### src/rtl/boot_loader_pkg.sv
// Shared widths and FSM state encoding for the serial program loader.
// BOOT_LOADER_CHECKSUM_EN adds the CHK state.
package boot_loader_pkg;

  localparam int unsigned BYTE_W  = 8;
  localparam int unsigned INSTR_W = 19;
  localparam int unsigned LEN_W   = 16;

  typedef enum logic [3:0] {
    IDLE,
    LEN_HI,
    LEN_LO,
    B2,
    B1,
    B0,
    WRITE,
`ifdef BOOT_LOADER_CHECKSUM_EN
    CHK,
`endif
    DONE,
    ERR
  } state_t;

endpackage

### src/rtl/boot_loader.sv
// Byte-stream program loader: length header, 3-byte 19-bit words, IM write strobes.
// Optional trailing XOR checksum byte when BOOT_LOADER_CHECKSUM_EN is defined.
module boot_loader
  import boot_loader_pkg::*;
#(
  parameter int unsigned DEPTH = 1024,
  parameter int unsigned IM_AW = 19
) (
  input  logic               clk,
  input  logic               rst,
  input  logic               start,
  input  logic [BYTE_W-1:0]  rx_data,
  input  logic               rx_valid,
  output logic               rx_ready,
  output logic               im_we,
  output logic [IM_AW-1:0]   im_addr,
  output logic [INSTR_W-1:0] im_wdata,
  output logic               cpu_rst_n,
  output logic               busy,
  output logic               done,
  output logic               error,
  output logic [LEN_W-1:0]   word_cnt
);

  localparam logic [IM_AW-1:0] ADDR_MAX = IM_AW'(DEPTH - 1);
`ifdef BOOT_LOADER_CHECKSUM_EN
  localparam state_t S_FINAL = CHK;
`else
  localparam state_t S_FINAL = DONE;
`endif

  state_t             r_state;
  state_t             w_next;
  logic [LEN_W-1:0]   r_len;
  logic [INSTR_W-1:0] r_wdata;
  logic [IM_AW-1:0]   r_addr;
  logic [LEN_W-1:0]   r_cnt;
`ifdef BOOT_LOADER_CHECKSUM_EN
  logic [BYTE_W-1:0]  r_xor;
`endif

  logic             w_accept;
  logic             w_start;
  logic [LEN_W-1:0] w_len_in;
  logic [LEN_W-1:0] w_cnt_inc;
  logic             w_len_over;
  logic             w_last;

  assign w_accept   = rx_valid & rx_ready;
  assign w_start    = start & ((r_state == IDLE) | (r_state == DONE) | (r_state == ERR));
  assign w_len_in   = {r_len[LEN_W-1:BYTE_W], rx_data};
  assign w_cnt_inc  = r_cnt + LEN_W'(1);
  assign w_len_over = 32'(w_len_in) > DEPTH;
  assign w_last     = (w_cnt_inc == r_len);

  always_ff @(posedge clk or negedge rst) begin
    if (!rst) r_state <= IDLE;
    else      r_state <= w_next;
  end

  always_comb begin
    w_next = r_state;
    case (r_state)
      IDLE, DONE, ERR: if (w_start) w_next = LEN_HI;
      LEN_HI:          if (w_accept) w_next = LEN_LO;
      LEN_LO: begin
        if (w_accept) begin
          if (w_len_over)          w_next = ERR;
          else if (w_len_in == '0) w_next = S_FINAL;
          else                     w_next = B2;
        end
      end
      B2:    if (w_accept) w_next = B1;
      B1:    if (w_accept) w_next = B0;
      B0:    if (w_accept) w_next = WRITE;
      WRITE: w_next = w_last ? S_FINAL : B2;
`ifdef BOOT_LOADER_CHECKSUM_EN
      CHK:   if (w_accept) w_next = (rx_data == r_xor) ? DONE : ERR;
`endif
      default: w_next = IDLE;
    endcase
  end

  // Handshake and status decode from the registered state only, so rx_ready
  // never combinationally follows rx_valid.
  always_comb begin
    rx_ready  = 1'b0;
    im_we     = 1'b0;
    busy      = 1'b0;
    done      = 1'b0;
    error     = 1'b0;
    cpu_rst_n = 1'b0;
    case (r_state)
      LEN_HI, LEN_LO, B2, B1, B0: begin
        rx_ready = 1'b1;
        busy     = 1'b1;
      end
`ifdef BOOT_LOADER_CHECKSUM_EN
      CHK: begin
        rx_ready = 1'b1;
        busy     = 1'b1;
      end
`endif
      WRITE: begin
        im_we = 1'b1;
        busy  = 1'b1;
      end
      DONE: begin
        done      = 1'b1;
        cpu_rst_n = 1'b1;
      end
      ERR:     error = 1'b1;
      default: ;
    endcase
  end

  always_ff @(posedge clk or negedge rst) begin
    if (!rst) begin
      r_len   <= '0;
      r_wdata <= '0;
      r_addr  <= '0;
      r_cnt   <= '0;
`ifdef BOOT_LOADER_CHECKSUM_EN
      r_xor   <= '0;
`endif
    end else begin
      if (w_start) begin
        r_addr <= '0;
        r_cnt  <= '0;
`ifdef BOOT_LOADER_CHECKSUM_EN
        r_xor  <= '0;
`endif
      end
      if (w_accept) begin
        case (r_state)
          LEN_HI: r_len[LEN_W-1:BYTE_W] <= rx_data;
          LEN_LO: r_len[BYTE_W-1:0] <= rx_data;
          B2:     r_wdata[INSTR_W-1:2*BYTE_W] <= rx_data[INSTR_W-2*BYTE_W-1:0];
          B1:     r_wdata[2*BYTE_W-1:BYTE_W] <= rx_data;
          B0:     r_wdata[BYTE_W-1:0] <= rx_data;
          default: ;
        endcase
`ifdef BOOT_LOADER_CHECKSUM_EN
        if (r_state != CHK) r_xor <= r_xor ^ rx_data;
`endif
      end
      // Address saturates at the last word so a full-depth load never
      // presents an out-of-range address afterwards.
      if (r_state == WRITE) begin
        r_cnt <= w_cnt_inc;
        if (r_addr != ADDR_MAX) r_addr <= r_addr + IM_AW'(1);
      end
    end
  end

  assign im_addr  = r_addr;
  assign im_wdata = r_wdata;
  assign word_cnt = r_cnt;

endmodule

### config.mk
export PLATFORM = sky130hd
export DESIGN_NAME = boot_loader
export DESIGN_NICKNAME = d
export VERILOG_FILES = /design/src/rtl/boot_loader_pkg.sv /design/src/rtl/boot_loader.sv
export SDC_FILE = /design/constraint.sdc
export NUM_CORES = 1
export LEC_CHECK = 0
export ABC_AREA = 1
export CAP_MARGIN = 20
export CORE_UTILIZATION = 40
export DETAILED_ROUTE_END_ITERATION = 8
export PLACE_DENSITY_LB_ADDON = 0.12
export RECOVER_POWER = 50
export SLEW_MARGIN = 0
export SYNTH_ARGS = -nofsm -noshare
export SYNTH_HDL_FRONTEND = slang
export SYNTH_SLANG_ARGS = --single-unit
export TNS_END_PERCENT = 30
### constraint.sdc
create_clock -name clk -period 2.1 [get_ports clk]
set_clock_uncertainty 0.1 [all_clocks]
set_input_delay 0.63 -clock clk [delete_from_list [all_inputs] [get_ports clk]]
set_output_delay 0.63 -clock clk [all_outputs]
set_load 0.03 [all_outputs]
==> Flow_metrics.wiki <==
{| class="wikitable"
! Metric !! Value
|-
| Run status || complete, but fails checks
|-
| Violated checks || setup timing
|-
| Vias in the first global route || 3582
|-
| Die X || between 100 and 150 um
|-
| Combinational power share || 0.440
|-
| Hold Violations, Final || 0
|-
| Share of synthesized area spent on multiplexers || 0.005030
|-
| Xor/xnor share of the synthesized area || 0.02735
|-
| Maximum clock frequency || approximately 0.47 GHz
|-
| Core Rows || 36
|-
| Final-layout worst hold slack || 305.6 ps
|-
| Post-synthesis async set-or-reset flop share || 1.000
|-
| Weighted congestion at the end of routability-driven global placement || between 0.9 and 1
|-
| 1st-pass router iterations || 5
|-
| Synth top cells by count || 135 x nand2_1, 74 x dfrtp_1, 62 x inv_1
|-
| Estimated wirelength of the detail-placed design || just under 8000 um
|-
| Worst max-slew margin expressed relative to the limit || 0.3370
|-
| Cell type contributing the most total cell area after synthesis || dfrtp_1
|-
| Number of distinct standard cells referenced by the synthesized netlist || 32
|-
| Mean cell area of the mapped netlist || slightly below 8 um^2
|-
| Initial cell density of the core || 0.4091
|-
| CORE AREA || slightly below 0.01 mm^2
|-
| Net switching share of the total power || 0.4151
|-
| Setup repair after global routing missed its margin || true
|-
| First-pass GRT wire length || roughly 17000 um
|-
| Arithmetic-cell share of the synthesized area counting full adders, half adders and majority gates || 0.006287
|-
| Final core occ || 0.5477
|-
| Classification of the worst setup path || reg -> out
|-
| Crit path required time || approximately 1400 ps
|-
| Count of non-filler cells in the finished layout || roughly 770
|-
| Max capacitance violation total || 0
|-
| Reg power frac || 0.363
|-
| Clock tree from TritonCTS || built
|-
| Number of diodes || 0
|-
| CP max-delay cell || dfrtp_1
|-
| Warnings, synthesis || 0
|-
| Critical path startpoint category || flop
|-
| Maximum number of pins on one net before global-route repair || 36
|-
| Register bit total from synthesis || 74
|-
| Cell area after synthesis || between 0.003 and 0.004 mm^2
|-
| Seq/Total Area, Yosys || 0.4653
|-
| Endpoint type of the worst setup path || output port
|-
| Number of H-tree branching levels || 3
|-
| Maximum count of clock buffers along a single path || 2
|-
| Cell types occupying the most area after synthesis || dfrtp_1 47%, nand2_1 13%, nand3_1 6.2%
|-
| Number of DRC violations after detailed routing || 0
|-
| Instance count of the mapped netlist || between 500 and 600
|-
| Number of enable-type register cells in the synthesized netlist || 0
|-
| Buffers on Ports || 71
|-
| Post-layout nets || 648
|-
| Worst-case setup margin in the final layout || -28.68 ps
|-
| Cell with the most instances after synthesis || nand2_1
|-
| Cell total after placement || between 700 and 800
|-
| Final Routed Wirelength || 10640 um
|-
| Initial drt markers || ~170
|-
| Total Die Area || between 0.01 and 0.015 mm^2
|-
| Area fraction of the dominant cell type after synthesis || 0.4653
|-
| Power density normalized to cell area || 1087 mW/mm^2
|-
| Setup violations, final || 2
|-
| Post-route setup TNS || -54.62 ps
|-
| VDD IR max || ~0.62 mV
|-
| Register clock-pin slew on the reported worst setup and hold paths || 80 ps
|-
| Worst path cell trace || nor2_2 > inv_2 > nor2_4 > inv_2 > nor2_4 > buf_6
|-
| Overflow left after global routing || 0
|-
| Number of buffers created by CTS || 9
|-
| Worst endpoint data arrival time || about 1400 ps
|-
| Number of max-slew violations in the final report || 0
|-
| Final clock period utilization by the worst path || 1.014
|-
| Number of vias in the routed layout || approximately 3900
|-
| Antenna Nets Post-Route || 0
|-
| Simple-gate share of the synthesized area || 0.3046
|-
| Max Fanout on Critical Path || 3
|-
| Main synth FF type || dfrtp_1
|-
| Number of antenna violations at the first check in global routing || 0
|-
| Portion of total power attributed to the clock network || 0.197
|-
| Chip height || between 100 and 150 um
|-
| Internal Pwr Total || between 3000 and 4000 uW
|-
| Dominant combinational cell family by area after synthesis || simple AND/OR/NAND/NOR gates
|-
| Shortest clock period the worst path allows after layout || 2129 ps
|-
| Post-Synthesis Net Count || between 500 and 600
|-
| Detailed-route vias per instance || just over 5
|-
| Clock root buffer master || clkbuf_8
|-
| Clock latency on the worst-skew pair || between 300 and 400 ps
|-
| Hold/Removal Path Class || in -> async
|-
| Synth-to-layout area growth || 33.89%
|-
| Overall power consumption || about 5800 uW
|-
| Total Routing Usage GR || 0.2185
|-
| Synth Area in Compound Gates || 0.1116
|-
| Slew @ Worst Pin || 994.5 ps
|-
| CTS sink count || 74
|-
| P_leak || ~0.0027 uW
|-
| Sw power || 2404 uW
|-
| Num ports || 72
|-
| Average wire per cell in the routed design || between 10 and 15 um
|-
| Share of cells above drive strength 1 || 0.1549
|-
| Largest stage delay, worst path || between 400 and 500 ps
|}
-- cells in the final DEF (no fill, tap or decap), drive strengths merged, types with 2 or more instances in the layout --
cell and count:
nand4 10, mux2i 2, xor3 2, nand3 49
inv 64, o22ai 12, clkbuf 19, nor2 57
ha 2, xor2 4, nand3b 4, o211ai 2
or2 2, buf 45, clkinv 2, xnor2 3
o21ai 52, dfrtp 74, nor3 11, clkdlybuf4s50 9
nand2 139, a21oi 15, dlygate4sd2 54
-- final timing paths --
| path | start | end | slack (ps) | cells past startpoint |
|---|---|---|---|---|
| setup / recovery | r_state[0]$_DFFE_PN0P_ | error | -30 | 6 |
| hold / removal | rst | word_cnt[8]$_DFFE_PN0P_ | 310 | 1 |
| setup reg to reg | r_state[0]$_DFFE_PN0P_ | word_cnt[14]$_DFFE_PN0P_ | 170 | 11 |
| hold reg to reg | im_wdata[8]$_DFFE_PN0P_ | im_wdata[8]$_DFFE_PN0P_ | 390 | 2 |
| max in group asynchronous | rst | im_wdata[9]$_DFFE_PN0P_ | 270 | 2 |
| min in group clk | im_wdata[8]$_DFFE_PN0P_ | im_wdata[8]$_DFFE_PN0P_ | 390 | 2 |
-- power groups by stage --
stage / registers, uW / logic [uW] / clock network (uW)
6_report: 2100 / 2550 / 1140
5_1_grt: 2150 / 2810 / 1210
4_1_cts: 2090 / 2350 / 1160
3_5_place_dp: 2110 / 2390 / 0
3_3_place_gp: 2110 / 2360 / 0
2_1_floorplan: 2450 / 1100 / 0
-- through the flow --
step | instance area [um^2] | setup WS (ps)
CTS | 5184 | -55.27
detailed placement | 4997 | -166.4
global route | 5329 | -98.71
finish | 5329 | -28.68
global placement | 4997 | -127.9
floorplan | 3980 | 112.1
-- cells by family after synthesis --
| group | after synthesis |
|---|---|
| fa+ha+maj | 2 |
| flops | 74 |
| mux | 2 |
| xor+xnor | 9 |
| compound gates | 83 |
| buf+inv | 75 |
| simple gates | 273 |
-- cell type report --
type	count	area, um^2
clock buffers	12	145.1
clock inverters	4	51.30
fillers	978	4400
inverters	64	245.2
multi-input cells	369	1877
flip-flops and latches	74	1854
well taps	133	166.4
repair buffers	116	989.7
-- flip-flops by register name (all words and copies together) (netlist names) --
signal    count
im_addr      19
im_wdata     19
r_len        16
word_cnt     16
r_state       4
-- timing repair --
action / in CTS / in global routing
hold buffers: 0 / 0
hold endpoints to repair: 0 / 0
endpoints found under the setup margin: 60 / 29
buffers inserted: 5 / 12
pin swaps: 3 / 7
gates cloned: 0 / 0
gates resized for setup: 62 / 27
-- layer usage --
metal,global-route usage,routed length (um),up-vias
met3,0.04417,712,16
met5,0,0,-
met1,0.3083,4855,1814
met4,0.07358,162,0
met2,0.3347,4904,131
li1,-,-,1921
-- worst max-delay path, delay by kind of cell, from the launching register on --
kind | cells | cell delay [ps]
flip-flops | 1 | 420
AND/OR/NAND/NOR | 3 | 370
buffers and inverters | 3 | 260
No activity file was read; power rests on OpenSTA's default activity.
